--- src/rtl/approx_mult_pkg.sv ---
// Shared helpers for approx_mult_pipe: the product-width helper, the mode encoding
// and the lossy OR-exchange / truncation rule applied to the low multiplier rows.
package approx_mult_pkg;

  localparam int MAX_W    = 32;
  localparam int PW_MAX   = 2 * MAX_W;

  typedef enum logic {
    MODE_APPROX = 1'b0,
    MODE_EXACT  = 1'b1
  } mult_mode_e;

  function automatic int prod_w(input int width);
    return 2 * width;
  endfunction

  // Bit (row, col) of the partial-product array; anything outside the array reads as 0.
  function automatic logic pp_bit(input logic [MAX_W-1:0] x, input logic [MAX_W-1:0] y,
                                  input int row, input int col, input int width);
    logic [MAX_W-1:0] xs;
    logic [MAX_W-1:0] ys;
    logic             r;
    xs = x >> row;
    ys = y >> col;
    r  = 1'b0;
    if (row >= 0 && row < width && col >= 0 && col < width) begin
      r = xs[0] & ys[0];
    end
    return r;
  endfunction

  function automatic logic [PW_MAX-1:0] approx_contrib(input logic [MAX_W-1:0] x,
                                                       input logic [MAX_W-1:0] y,
                                                       input int width,
                                                       input int approx_l,
                                                       input int trunc_col);
    logic [PW_MAX-1:0] acc;
    logic [PW_MAX-1:0] col_bits;
    logic              a;
    logic              b;
    acc = '0;
    for (int r = 0; r < MAX_W; r += 2) begin
      col_bits = '0;
      if (r < approx_l) begin
        // A trailing odd row has no partner, so b stays 0 and its bits pass unchanged.
        for (int c = 0; c < PW_MAX; c++) begin
          a = pp_bit(x, y, r, c - r, width);
          b = (r + 1 < approx_l) ? pp_bit(x, y, r + 1, c - r - 1, width) : 1'b0;
          if (c >= trunc_col) begin
            col_bits = col_bits | (PW_MAX'(a | b) << c);
          end
        end
      end
      acc = acc + col_bits;
    end
    return acc;
  endfunction

endpackage

--- src/rtl/approx_mult_pipe_compress.sv ---
// approx_pp_compress: combinational front end producing the two sum operands
// (exact upper-row product and either the compressed or the exact low-row product).
module approx_pp_compress
  import approx_mult_pkg::*;
#(
  parameter int WIDTH     = 8,
  parameter int APPROX_L  = 6,
  parameter int TRUNC_COL = WIDTH - 1
) (
  input  logic [WIDTH-1:0]   x,
  input  logic [WIDTH-1:0]   y,
  input  logic               mode_exact,
  output logic [2*WIDTH-1:0] op_hi,
  output logic [2*WIDTH-1:0] op_lo
);

  localparam int PW = prod_w(WIDTH);
  localparam logic [WIDTH-1:0] LO_MASK = {WIDTH{1'b1}} >> (WIDTH - APPROX_L);

  logic [WIDTH-1:0] x_hi;
  logic [WIDTH-1:0] x_lo;
  logic [PW-1:0]    exact_lo;
  logic [PW-1:0]    approx_lo;

  assign x_hi = x >> APPROX_L;
  assign x_lo = x & LO_MASK;

  assign op_hi     = (PW'(x_hi) * PW'(y)) << APPROX_L;
  assign exact_lo  = PW'(x_lo) * PW'(y);
  assign approx_lo = PW'(approx_contrib(MAX_W'(x), MAX_W'(y), WIDTH, APPROX_L, TRUNC_COL));

  // Both modes share the upper-row product, so only the low operand is selected.
  assign op_lo = mode_exact ? exact_lo : approx_lo;

endmodule

--- src/rtl/approx_mult_pipe.sv ---
// approx_mult_pipe: pipelined unsigned approximate multiplier behind valid/ready streams.
// Define ERROR_STATS_EN to add stat_clr, err_cnt and err_max error statistics.
module approx_mult_pipe
  import approx_mult_pkg::*;
#(
  parameter int WIDTH       = 8,
  parameter int APPROX_L    = 6,
  parameter int TRUNC_COL   = WIDTH - 1,
  parameter int PIPE_STAGES = 2
) (
  input  logic               clk,
  input  logic               rst_n,
  input  logic               in_valid,
  output logic               in_ready,
  input  logic [WIDTH-1:0]   x,
  input  logic [WIDTH-1:0]   y,
  input  logic               mode_exact,
  output logic               out_valid,
  input  logic               out_ready,
  output logic [2*WIDTH-1:0] z
`ifdef ERROR_STATS_EN
  ,
  input  logic               stat_clr,
  output logic [31:0]        err_cnt,
  output logic [2*WIDTH-1:0] err_max
`endif
);

  localparam int PW   = prod_w(WIDTH);
  localparam int LAST = PIPE_STAGES - 1;

  typedef struct packed {
    logic [PW-1:0]    z_partial;
    logic [PW-1:0]    addend;
    mult_mode_e       mode;
    logic [WIDTH-1:0] x;
    logic [WIDTH-1:0] y;
  } stage_t;

  stage_t                 stage_data [PIPE_STAGES];
  logic [PIPE_STAGES-1:0] stage_valid;
  logic [PIPE_STAGES-1:0] advance;
  logic [PW-1:0]          op_hi;
  logic [PW-1:0]          op_lo;

  approx_pp_compress #(
    .WIDTH     (WIDTH),
    .APPROX_L  (APPROX_L),
    .TRUNC_COL (TRUNC_COL)
  ) u_compress (
    .x          (x),
    .y          (y),
    .mode_exact (mode_exact),
    .op_hi      (op_hi),
    .op_lo      (op_lo)
  );

  for (genvar k = 0; k < PIPE_STAGES; k++) begin : g_stage
    stage_t data_q;
    stage_t next_data;
    logic   valid_q;
    logic   next_valid;

    // A stage may load when it or any stage after it has room, or the output drains.
    assign advance[k] = out_ready || !(&stage_valid[LAST:k]);

    if (k == 0) begin : g_first
      assign next_valid = in_valid;
      assign next_data  = '{z_partial: op_hi,
                            addend:    op_lo,
                            mode:      mult_mode_e'(mode_exact),
                            x:         x,
                            y:         y};
    end else begin : g_next
      assign next_valid = stage_valid[k-1];
      assign next_data  = '{z_partial: stage_data[k-1].z_partial + stage_data[k-1].addend,
                            addend:    '0,
                            mode:      stage_data[k-1].mode,
                            x:         stage_data[k-1].x,
                            y:         stage_data[k-1].y};
    end

    always_ff @(posedge clk or negedge rst_n) begin
      if (!rst_n) begin
        valid_q <= 1'b0;
        data_q  <= '0;
      end else if (advance[k]) begin
        valid_q <= next_valid;
        if (next_valid) begin
          data_q <= next_data;
        end
      end
    end

    assign stage_valid[k] = valid_q;
    assign stage_data[k]  = data_q;
  end

  assign in_ready  = advance[0];
  assign out_valid = stage_valid[LAST];
  assign z         = stage_data[LAST].z_partial + stage_data[LAST].addend;

`ifdef ERROR_STATS_EN
  logic [PW-1:0] exact_prod;
  logic [PW-1:0] err_diff;
  logic          out_fire;

  assign out_fire   = out_valid && out_ready;
  assign exact_prod = PW'(stage_data[LAST].x) * PW'(stage_data[LAST].y);
  assign err_diff   = exact_prod - z;

  // A clear pulse wins over a simultaneous transfer, which is then not counted.
  always_ff @(posedge clk or negedge rst_n) begin
    if (!rst_n) begin
      err_cnt <= '0;
      err_max <= '0;
    end else if (stat_clr) begin
      err_cnt <= '0;
      err_max <= '0;
    end else if (out_fire && stage_data[LAST].mode == MODE_APPROX && z != exact_prod) begin
      if (err_cnt != '1) begin
        err_cnt <= err_cnt + 32'd1;
      end
      if (err_diff > err_max) begin
        err_max <= err_diff;
      end
    end
  end
`endif

endmodule

--- config.mk ---
export PLATFORM = sky130hd
export DESIGN_NAME = approx_mult_pipe
export DESIGN_NICKNAME = d
export VERILOG_FILES = /design/src/rtl/approx_mult_pkg.sv /design/src/rtl/approx_mult_pipe_compress.sv /design/src/rtl/approx_mult_pipe.sv
export SDC_FILE = /design/constraint.sdc
export NUM_CORES = 1
export LEC_CHECK = 0
export CAP_MARGIN = 10
export CORE_MARGIN = 2
export CORE_UTILIZATION = 45
export DETAILED_ROUTE_END_ITERATION = 6
export PLACE_DENSITY = 0.68
export SLEW_MARGIN = 20
export SYNTH_ARGS = -nofsm -noshare
export SYNTH_HDL_FRONTEND = slang
export SYNTH_SLANG_ARGS = --single-unit
--- constraint.sdc ---
create_clock -name clk -period 2 [get_ports clk]
set_input_delay 0.4 -clock clk [delete_from_list [all_inputs] [get_ports clk]]
set_output_delay 0.4 -clock clk [all_outputs]
set_load 0.01 [all_outputs]
==> results of run 1 <==
[sequential cells by signal, indices dropped and copies added (netlist names)]
signal and flops:
g_stage.data_q 40, g_stage.valid_q 1, out_valid 1
[cells by family (layout without fill, tap and decap cells)]
family                     after synthesis  in the layout  synth area share
buffers and inverters                   79            203            0.0721
AOI/OAI and AO/OA                       88             88             0.137
adders and majority gates               78             78             0.292
and+or+nand+nor                        154            154             0.183
xor gates and xnor gates                18             18            0.0383
muxes                                    8              8            0.0216
DFF                                     42             42             0.255
[layer usage]
layer | up-vias | track usage | share of wire
li1 | 1785 | - | -
met1 | 1686 | 0.249 | 0.43
met2 | 56 | 0.378 | 0.53
met3 | 12 | 0.0141 | 0.022
met4 | 0 | 0.0611 | 0.018
met5 | - | 0 | 0
[power by group]
part	total, mW	switching (mW)	internal, mW
clock network	0.534	0.287	0.246
registers	1.23	0.142	1.09
logic	3.09	1.49	1.60
total	4.85	1.92	2.94
[layout by cell type, fill, tap and decap left out, types with 8 or more instances in the layout]
master	n
sky130_fd_sc_hd__nor2_1	13
sky130_fd_sc_hd__ha_1	38
sky130_fd_sc_hd__ha_4	9
sky130_fd_sc_hd__a21o_1	9
sky130_fd_sc_hd__fa_1	26
sky130_fd_sc_hd__xor2_1	10
sky130_fd_sc_hd__inv_1	61
sky130_fd_sc_hd__buf_4	78
sky130_fd_sc_hd__a21oi_1	10
sky130_fd_sc_hd__nor3_1	10
sky130_fd_sc_hd__dfrtp_1	42
sky130_fd_sc_hd__nand2_1	55
sky130_fd_sc_hd__clkdlybuf4s50_1	21
sky130_fd_sc_hd__buf_6	16
sky130_fd_sc_hd__and2_4	13
sky130_fd_sc_hd__o21ai_0	20
sky130_fd_sc_hd__and2_1	26
sky130_fd_sc_hd__nand3_1	10
sky130_fd_sc_hd__inv_2	8
[final cells by class]
cell class,count,area (um^2)
Inverter,69,259
Tap cell,108,135
Multi-Input combinational cell,346,3120
Sequential cell,42,1050
Clock buffer,6,72.6
Timing Repair Buffer,126,1090
Clock inverter,2,13.8
Fill cell,739,3060
[metrics by stage]
stage | util | instance area (um^2)
after floorplan | - | 4220
after detailed placement | 0.600 | 5290
after CTS | 0.628 | 5530
after global placement | 0.600 | 5290
after global routing | 0.652 | 5740
final | 0.652 | 5740
[worst paths after layout]
check	endpoint	slack, ps	depth (start not counted)
max	g_stage[0].data_q[29]$_DFFE_PN0P_	-1340	14
min	g_stage[1].data_q[37]$_DFFE_PN0P_	100	1
max reg2reg	g_stage[1].data_q[47]$_DFFE_PN0P_	50	9
min reg2reg	g_stage[0].data_q[18]$_DFFE_PN0P_	470	2
max in group asynchronous	g_stage[1].data_q[44]$_DFFE_PN0P_	1340	2
min in group clk	g_stage[0].data_q[39]$_DFFE_PN0P_	420	3
[timing repair]
action | 4_1_cts | 5_1_grt
endpoints found under the setup margin | 20 | 20
buffers inserted | 7 | 4
pin swaps | 29 | 45
cloned | 0 | 0
gates resized for setup | 101 | 63
==> flow_summary.yaml, run 1 <==
global_route:
  track_usage: 0.203
  initial_antenna_violation_count: 0
  grt_pass1_wl_um: 16400
  grt_max_degree: 29
  gr-total-overflow: 0
  vias_in_the_first_global_route: 3648
power:
  power.static_leakage_nw: 2.89
  fin_total_pwr_mw: 4.85
  max-vdd-ir-drop_mv: 0.311
  power.density_nw_per_um2: 845
sta:
  timing.hold.ws_ps: 99.1
  totalNegativeSetupSlack_ps: -11210
  relSlewSlack: 0.601
  timing_hold_violations_final: 0
  final_max_slew_viol_count: 0
  final-setup-viol-count: 10
  max_freq_mhz: 299
  finalCritPeriodShare: 1.67
  unrepaired_setup_endpoints_after_global_routing: "true"
  timing.clock.skew_ps: 10.7
  setup_slack_ps: -1340
  worst_slew_pin_slew_ps: 599
  min_period_ps: 3340
final_layout:
  drive_gt1_frac: 0.332
  design.final.nets: 689
  flow.area_growth_from_synthesis_pct: 39.6
  antenna_cells_inserted: 0
  post_layout_nonfiller_instances: 699
synth:
  synth_most_common_cell: "sky130_fd_sc_hd__inv_1"
  syn_inst: 467
  synth_edf_count: 0
  synth.net_count: 566
  synth_async_sr_flop_share: 1.00
  synth-main-ff-cell: "sky130_fd_sc_hd__dfrtp_1"
  avgSynthCellArea_um2: 8.81
  synth_area_um2: 4120
  synthesis.yosys.warnings: 0
  largest_area_contributor_in_the_synthesized_netlist: "sky130_fd_sc_hd__dfrtp_1"
  synthTopCellsByArea: "sky130_fd_sc_hd__dfrtp_1 26%, sky130_fd_sc_hd__fa_1 15%, sky130_fd_sc_hd__ha_1 15%, sky130_fd_sc_hd__inv_1 6.3%, sky130_fd_sc_hd__and2_1 5.9%"
  seq_area_frac_synth: 0.255
  cell_types_with_the_highest_counts_after_synthesis: "69 x sky130_fd_sc_hd__inv_1, 62 x sky130_fd_sc_hd__nand2_1, 48 x sky130_fd_sc_hd__ha_1, 42 x sky130_fd_sc_hd__dfrtp_1, 39 x sky130_fd_sc_hd__and2_1"
  synth.top_cell.area_share: 0.255
  post_synth_num_cell_types: 43
  synth_seq_cells: 42
drt:
  detailedRoute.firstPassIterationCount: 4
  ant_nets: 0
  vias: 3539
  post-route-drc-count: 0
  detailedRoute.firstIterationViolations: 78
  avgRoutedWirePerCell_um: 13.8
  totalWireLength_um: 9630
  via_per_inst: 5.06
min_path:
  timing.hold.worst.class: "input pin to async pin"
run_status:
  violated_checks: "setup timing"
  result_of_the_run: "complete, but fails checks"
clock_tree:
  clkLatencyLatePin_ps: 300
  h_tree_level_count: 2
  clk_root_buffer_cell: "sky130_fd_sc_hd__clkbuf_8"
  clock_tree_from_tritoncts: "done"
  clk_pin_slew_worst_paths_ps: 80
  cts_inserted_buffers: 5
  clock_sinks: 42
  cts_hold_buf: 0
  clockBufferDepth: 2
setup_path:
  worstSetupPathType: "input pin to flop"
  crit_path_max_delay_cell_type: "sky130_fd_sc_hd__fa_1"
  critical_path_required_ps: 2200
  critical_path_arrival_ps: 3550
  worst_r2r_src: "g_stage[0].data_q[23]$_DFFE_PN0P_"
  worst_path_maximum_fanout: 4
  setup.worst_path.start: "x[0]"
  worstSetupEndpointType: "flop"
  cp_top_family: "adder cells"
  setup.worst_path.start_class: "input pin"
  ordered_list_of_cells_on_the_worst_path: "buf_8 > and2_4 > fa_1 > fa_1 > inv_2 > fa_1 > inv_2 > ha_4 > a21o_1 > a21oi_2 > o21ai_2 > a311oi_2 > xor2_1 > a311oi_1"
  critical_path.max_stage_delay_ps: 540
  critical-path-top-cell-by-count: "sky130_fd_sc_hd__fa_1"
  worstPathBufferInverterCount: 3
floorplan:
  design.die.area_um2: 9930
  chipHeight_um: 99.6
  rows: 34
  initial_utilization: 0.467
  floorplan.die.width_um: 99.6
  core_um2: 8810
  io_pins: 39
placed_design:
  detailedPlacementHpwl_um: 7720
  gp_routability_congestion: 0.816
  preCtsSetupSlack_ps: -2210
  place_inst: 681
  quantity_of_i_o_buffers_inserted_on_ports: 38
job:
  max_cap_violations: 0
Power figures use the tool's default switching activity.
==> run 2, diff against run 1 <==
--- a/config.mk
+++ b/config.mk
@@ -5,12 +5,14 @@
 export SDC_FILE = /design/constraint.sdc
 export NUM_CORES = 1
 export LEC_CHECK = 0
+export ABC_AREA = 1
 export CAP_MARGIN = 10
 export CORE_MARGIN = 2
 export CORE_UTILIZATION = 45
 export DETAILED_ROUTE_END_ITERATION = 6
-export PLACE_DENSITY = 0.68
-export SLEW_MARGIN = 20
+export PLACE_DENSITY = 0.67
+export SETUP_SLACK_MARGIN = 0.5
+export SLEW_MARGIN = 0
 export SYNTH_ARGS = -nofsm -noshare
 export SYNTH_HDL_FRONTEND = slang
 export SYNTH_SLANG_ARGS = --single-unit
==> run 2 against run 1 <==
Clock power up 23%. Fmax is 8.0% higher. Largest power group unchanged. The flow still finishes with violations (setup timing). Sequential share of layout area fell by 2.2 points. Largest cell class unchanged. Count of clock-buffer cells in the layout did not move. Utilization up 2.4 points. Global-route usage rose by 2.8 points. Flip-flop and latch count is the same. Synthesized cell count rose by 31%. Clock skew decreased by 4.3 ps. Register-to-register slack better by 80 ps. Critical path type unchanged.
==> flow_summary.yaml, run 2 <==
run_status:
  result_of_the_run: "complete, but fails checks"
  violated_checks: "setup timing"
setup_path:
  setup.worst_path.start_class: "input pin"
  crit_path_max_delay_cell_type: "sky130_fd_sc_hd__fa_1"
  worst_path_maximum_fanout: 6
  critical_path.max_stage_delay_ps: 550
  critical_path_required_ps: 2230
  worstSetupPathType: "input pin to flop"
  critical_path_arrival_ps: 3330
  ordered_list_of_cells_on_the_worst_path: "buf_12 > buf_6 > nand2_2 > inv_2 > fa_1 > inv_2 > fa_1 > fa_1 > inv_2 > ha_4 > nand2_4 > nand2_1 > nand2_1 > nand2_2 > nand2_2 > nand3_1 > nand2_1 > nand3_2 > a21oi_2"
  worstSetupEndpointType: "flop"
sta:
  min_period_ps: 3090
  finalCritPeriodShare: 1.55
  timing.clock.skew_ps: 6.42
  timing.hold.ws_ps: 97.4
  setup_slack_ps: -1090
  unrepaired_setup_endpoints_after_global_routing: "true"
  final_max_slew_viol_count: 0
  max_freq_mhz: 323
  totalNegativeSetupSlack_ps: -10260
  timing_hold_violations_final: 0
  relSlewSlack: 0.611
  worst_slew_pin_slew_ps: 584
  final-setup-viol-count: 11
synth:
  yosys.area_share.simple: 0.245
  synth_top_family_by_area: "adder cells"
  synthTopCellsByArea: "sky130_fd_sc_hd__dfrtp_1 24%, sky130_fd_sc_hd__nand2_1 16%, sky130_fd_sc_hd__fa_1 14%, sky130_fd_sc_hd__ha_1 14%, sky130_fd_sc_hd__inv_1 11%"
  synthAdderAreaFrac: 0.273
  synth_seq_cells: 42
  post_synth_num_cell_types: 33
  synth_mux_area_frac: 0
  synth_most_common_cell: "sky130_fd_sc_hd__nand2_1"
  synth.net_count: 713
  seq_area_frac_synth: 0.239
  synthesis.yosys.warnings: 0
  avgSynthCellArea_um2: 7.17
  largest_area_contributor_in_the_synthesized_netlist: "sky130_fd_sc_hd__dfrtp_1"
  cell_types_with_the_highest_counts_after_synthesis: "189 x sky130_fd_sc_hd__nand2_1, 127 x sky130_fd_sc_hd__inv_1, 48 x sky130_fd_sc_hd__ha_1, 42 x sky130_fd_sc_hd__dfrtp_1, 30 x sky130_fd_sc_hd__fa_1"
  syn_inst: 614
  synth-compound-area-share: 0.0895
  synth_area_um2: 4400
  post_synth_xor_area_fraction: 0.0179
  synth_async_sr_flop_share: 1.00
  synth.top_cell.area_share: 0.239
  synth_edf_count: 0
  synth-main-ff-cell: "sky130_fd_sc_hd__dfrtp_1"
global_route:
  gr-total-overflow: 0
  track_usage: 0.231
  initial_antenna_violation_count: 0
  vias_in_the_first_global_route: 4314
  grt_max_degree: 29
  grt_pass1_wl_um: 19500
clock_tree:
  clockBufferDepth: 2
  clk_pin_slew_worst_paths_ps: 80
  cts_inserted_buffers: 5
  h_tree_level_count: 2
  clk_root_buffer_cell: "sky130_fd_sc_hd__clkbuf_8"
  clock_tree_from_tritoncts: "done"
  cts_hold_buf: 0
  clkLatencyLatePin_ps: 300
  clock_sinks: 42
final_layout:
  multi_input_comb_area_um2: 3360
  mostFrequentLayoutCell: "sky130_fd_sc_hd__nand2_1"
  post-route-util: 0.676
  antenna_cells_inserted: 0
  flow.area_growth_from_synthesis_pct: 48.0
  max_flop_register: "g_stage.data_q"
  stdcell_area_um2: 6520
  layout_common_cells: "149 x sky130_fd_sc_hd__nand2_1, 98 x sky130_fd_sc_hd__inv_1, 88 x sky130_fd_sc_hd__buf_4"
  post_layout_nonfiller_instances: 883
  drive_gt1_frac: 0.376
  largest_register_ff_count: 40
  layout.filler_cells: 806
  regArea_um2: 1050
  design.final.nets: 848
power:
  power.static_leakage_nw: 3.63
  max-vdd-ir-drop_mv: 0.452
  intPower_mw: 3.17
  power.density_nw_per_um2: 851
  share_clk_of_total_power: 0.118
  fin_total_pwr_mw: 5.55
  p_seq_frac: 0.228
  power.share.combinational: 0.654
  switching_share: 0.428
  power.net_switching_mw: 2.37
drt:
  via_per_inst: 4.88
  post-route-drc-count: 0
  avgRoutedWirePerCell_um: 13.5
  detailedRoute.firstIterationViolations: 192
  ant_nets: 0
  detailedRoute.firstPassIterationCount: 4
  totalWireLength_um: 11900
  vias: 4309
floorplan:
  design.die.area_um2: 10600
  floorplan.die.width_um: 103
  initial_utilization: 0.457
  core_um2: 9640
  chipHeight_um: 103
  rows: 36
  io_pins: 39
placed_design:
  detailedPlacementHpwl_um: 8900
  quantity_of_i_o_buffers_inserted_on_ports: 38
  gp_routability_congestion: 0.979
  post_dp_cell_area_um2: 5630
  place_inst: 837
  preCtsSetupSlack_ps: -1920
min_path:
  timing.hold.worst.class: "input pin to async pin"
job:
  max_cap_violations: 0
run 2: layer usage:
layer,global-route usage,wire length [um]
met1,0.292,5080
met2,0.406,5980
met3,0.0217,358
met4,0.0931,483
met5,0,0
run 2: critical path: cells and delay by family:
kind	cells	cell delay [ps]
AO/OA/AOI/OAI	1	120
adder cells (fa/ha/maj)	4	1830
buffers and inverters	5	350
AND/OR/NAND/NOR	9	620
run 2: layout make-up:
type | instances | area share
clock buffer | 6 | 0.0111
clock inverter | 2 | 0.00576
inverter | 133 | 0.0768
multi-input combinational | 416 | 0.516
sequential | 42 | 0.161
tap | 133 | 0.0255
timing repair buffer | 151 | 0.203
run 2: repair_timing:
action / CTS / global route
pin swaps: 57 / 60
hold endpoints to repair: 0 / 0
gates resized for setup: 173 / 67
setup endpoints to repair: 45 / 27
buffers inserted: 24 / 14
run 2: cell families after synthesis:
logic type	Yosys count
and+or+nand+nor	260
xor gates and xnor gates	9
adders and majority gates	78
buffers and inverters	156
DFF	42
AOI/OAI and AO/OA	69
run 2: power groups by stage:
stage,clock network (mW),logic [mW],registers [mW]
final,0.657,3.63,1.26
after global routing,0.703,4.02,1.29
after CTS,0.667,3.21,1.26
after detailed placement,0,2.98,1.25
after global placement,0,2.90,1.24
after floorplan,0,1.98,1.29
run 2: worst paths after layout:
kind | startpoint | endpoint | slack, ps | cells after the start
max in group asynchronous | rst_n | g_stage[1].data_q[39]$_DFFE_PN0P_ | 1360 | 2
worst min register to register | g_stage[1].data_q[48]$_DFFE_PN0P_ | g_stage[1].data_q[48]$_DFFE_PN0P_ | 490 | 2
worst max-delay path | y[5] | g_stage[0].data_q[29]$_DFFE_PN0P_ | -1090 | 19
min in group clk | g_stage[1].data_q[48]$_DFFE_PN0P_ | g_stage[1].data_q[48]$_DFFE_PN0P_ | 490 | 2
worst min-delay path | rst_n | g_stage[1].data_q[37]$_DFFE_PN0P_ | 100 | 1
worst max register to register | g_stage[0].data_q[23]$_DFFE_PN0P_ | g_stage[1].data_q[45]$_DFFE_PN0P_ | 130 | 10
==> run 3, diff against run 2 <==
--- a/config.mk
+++ b/config.mk
@@ -7,10 +7,12 @@
 export LEC_CHECK = 0
 export ABC_AREA = 1
 export CAP_MARGIN = 10
+export CELL_PAD_IN_SITES_DETAIL_PLACEMENT = 1
+export CELL_PAD_IN_SITES_GLOBAL_PLACEMENT = 1
 export CORE_MARGIN = 2
-export CORE_UTILIZATION = 45
+export CORE_UTILIZATION = 39
 export DETAILED_ROUTE_END_ITERATION = 6
-export PLACE_DENSITY = 0.67
+export PLACE_DENSITY_LB_ADDON = 0.1
 export SETUP_SLACK_MARGIN = 0.5
 export SLEW_MARGIN = 0
 export SYNTH_ARGS = -nofsm -noshare
==> run 3 against run 2 <==
The run still ends with setup timing left. Register-to-register slack worse by 60 ps. Critical path depth down 1. Highest routed layer unchanged. Worst hold slack better by 81 ps. Via count up 2.6%. Cell count unchanged. Total power up 11%. Sequential power about the same. Cell area up 0.63%.
==> flow_summary.yaml, run 3 (synthesis results as in run 2) <==
floorplan:
  rows: 38
  chipHeight_um: 110
  initial_utilization: 0.403
  floorplan.die.width_um: 110
  design.die.area_um2: 12200
  core_um2: 10900
  io_pins: 39
final_layout:
  post_layout_nonfiller_instances: 883
  layout.filler_cells: 1310
  mostFrequentLayoutCell: "sky130_fd_sc_hd__nand2_1"
  stdcell_area_um2: 6560
  post-route-util: 0.600
  largest_register_ff_count: 40
  antenna_cells_inserted: 0
  flow.area_growth_from_synthesis_pct: 48.9
  design.final.nets: 841
  drive_gt1_frac: 0.389
  max_flop_register: "g_stage.data_q"
  layout_common_cells: "139 x sky130_fd_sc_hd__nand2_1, 101 x sky130_fd_sc_hd__inv_1, 83 x sky130_fd_sc_hd__buf_4"
power:
  power.static_leakage_nw: 3.64
  max-vdd-ir-drop_mv: 0.566
  power.density_nw_per_um2: 941
sta:
  timing_hold_violations_final: 0
  timing.clock.skew_ps: 6.12
  min_period_ps: 3190
  totalNegativeSetupSlack_ps: -10940
  final_max_slew_viol_count: 0
  finalCritPeriodShare: 1.60
  unrepaired_setup_endpoints_after_global_routing: "true"
  final-setup-viol-count: 11
  worst_slew_pin_slew_ps: 553
  max_freq_mhz: 313
  relSlewSlack: 0.631
  setup_slack_ps: -1190
setup_path:
  ordered_list_of_cells_on_the_worst_path: "buf_6 > buf_6 > buf_6 > buf_6 > nand2_4 > fa_1 > fa_1 > fa_1 > inv_2 > ha_4 > nand2_4 > nand3_4 > inv_2 > o21ai_1 > nand2_1 > nand3_1 > nand2_1 > nand2_1"
  setup.worst_path.start_class: "input pin"
  worst_path_maximum_fanout: 6
  crit_path_max_delay_cell_type: "sky130_fd_sc_hd__fa_1"
  critical_path_arrival_ps: 3430
  worstSetupEndpointType: "flop"
  critical_path_required_ps: 2240
  worstSetupPathType: "input pin to flop"
  critical-path-top-cell-by-count: "sky130_fd_sc_hd__buf_6"
  critical_path.max_stage_delay_ps: 510
placed_design:
  quantity_of_i_o_buffers_inserted_on_ports: 38
  detailedPlacementHpwl_um: 10300
  place_inst: 842
  preCtsSetupSlack_ps: -2010
  gp_routability_congestion: 0.846
  post_dp_cell_area_um2: 5630
drt:
  via_per_inst: 5.00
  detailedRoute.firstIterationViolations: 185
  detailedRoute.firstPassIterationCount: 4
  vias: 4419
  avgRoutedWirePerCell_um: 16.7
  totalWireLength_um: 14700
  post-route-drc-count: 0
  ant_nets: 0
min_path:
  timing.hold.worst.class: "input pin to async pin"
run_status:
  violated_checks: "setup timing"
  result_of_the_run: "complete, but fails checks"
clock_tree:
  clk_root_buffer_cell: "sky130_fd_sc_hd__clkbuf_16"
  clock_sinks: 42
  h_tree_level_count: 2
  clk_pin_slew_worst_paths_ps: 60
  clock_tree_from_tritoncts: "done"
  clockBufferDepth: 2
  cts_inserted_buffers: 5
  clkLatencyLatePin_ps: 290
global_route:
  grt_pass1_wl_um: 22100
  gr-total-overflow: 0
  track_usage: 0.237
  vias_in_the_first_global_route: 4669
  grt_max_degree: 43
  initial_antenna_violation_count: 0
job:
  max_cap_violations: 0
[run 3: cell count changes in the layout (fill, tap and decap cells not counted), sizes merged]
cell / delta
clkbuf: +1
dlygate4sd2: -1
clkinv: +1
inv: +1
clkinvlp: -1
buf: -8
[run 3: area by class of cell]
| class | instances | area (um^2) | area share |
|---|---|---|---|
| clock inverters | 3 | 40.0 | 0.00610 |
| multi-input cells | 416 | 3430 | 0.523 |
| inverters | 133 | 502 | 0.0765 |
| repair buffers | 144 | 1240 | 0.188 |
| clock buffers | 5 | 125 | 0.0191 |
| flip-flops and latches | 42 | 1050 | 0.160 |
| well taps | 140 | 175 | 0.0267 |
[run 3: worst paths after layout]
kind	slack [ps]	endpoint	from	depth (start not counted)
worst min register to register	480	g_stage[1].data_q[42]$_DFFE_PN0P_	g_stage[1].data_q[42]$_DFFE_PN0P_	2
max in group asynchronous	1440	g_stage[0].data_q[45]$_DFFE_PN0P_	rst_n	2
worst max-delay path	-1190	g_stage[0].data_q[25]$_DFFE_PN0P_	x[4]	18
worst min-delay path	180	g_stage[0].data_q[20]$_DFFE_PN0P_	rst_n	2
worst max register to register	70	g_stage[1].data_q[45]$_DFFE_PN0P_	g_stage[0].data_q[23]$_DFFE_PN0P_	10
min in group clk	480	g_stage[1].data_q[42]$_DFFE_PN0P_	g_stage[1].data_q[42]$_DFFE_PN0P_	2
[run 3: worst max-delay path, delay by kind of cell]
kind                       cells  cell delay (ps)
AOI/OAI and AO/OA              1              190
adders and majority gates      4             1740
buffers and inverters          6              530
and+or+nand+nor                7              560
[run 3: what timing repair did]
| item | 4_1_cts | 5_1_grt |
|---|---|---|
| buffers inserted | 23 | 10 |
| pin swaps | 50 | 56 |
| hold buffers | 0 | 0 |
| resized for setup | 171 | 74 |
| setup endpoints to repair | 46 | 28 |
[run 3: routing by layer]
layer	track usage	vias to the layer above	routed length [um]
met4	0.0964	0	461
met2	0.443	83	7870
met5	0	-	0
li1	-	2118	-
met1	0.278	2185	6020
met3	0.0170	33	393
[run 3: metrics by stage]
| step | hold WS [ps] | power (mW) |
|---|---|---|
| floorplan | 104 | 3.27 |
| detailed placement | 476 | 4.34 |
| finish | 179 | 6.18 |
| global route | 234 | 6.61 |
| global placement | 461 | 4.21 |
| CTS | 196 | 5.63 |
[run 3: power breakdown]
group          switching [mW]  internal, mW  total [mW]
combinational            2.14          1.83        3.97
clock                   0.351         0.585       0.935
sequential              0.178          1.10        1.27
total                    2.67          3.51        6.18
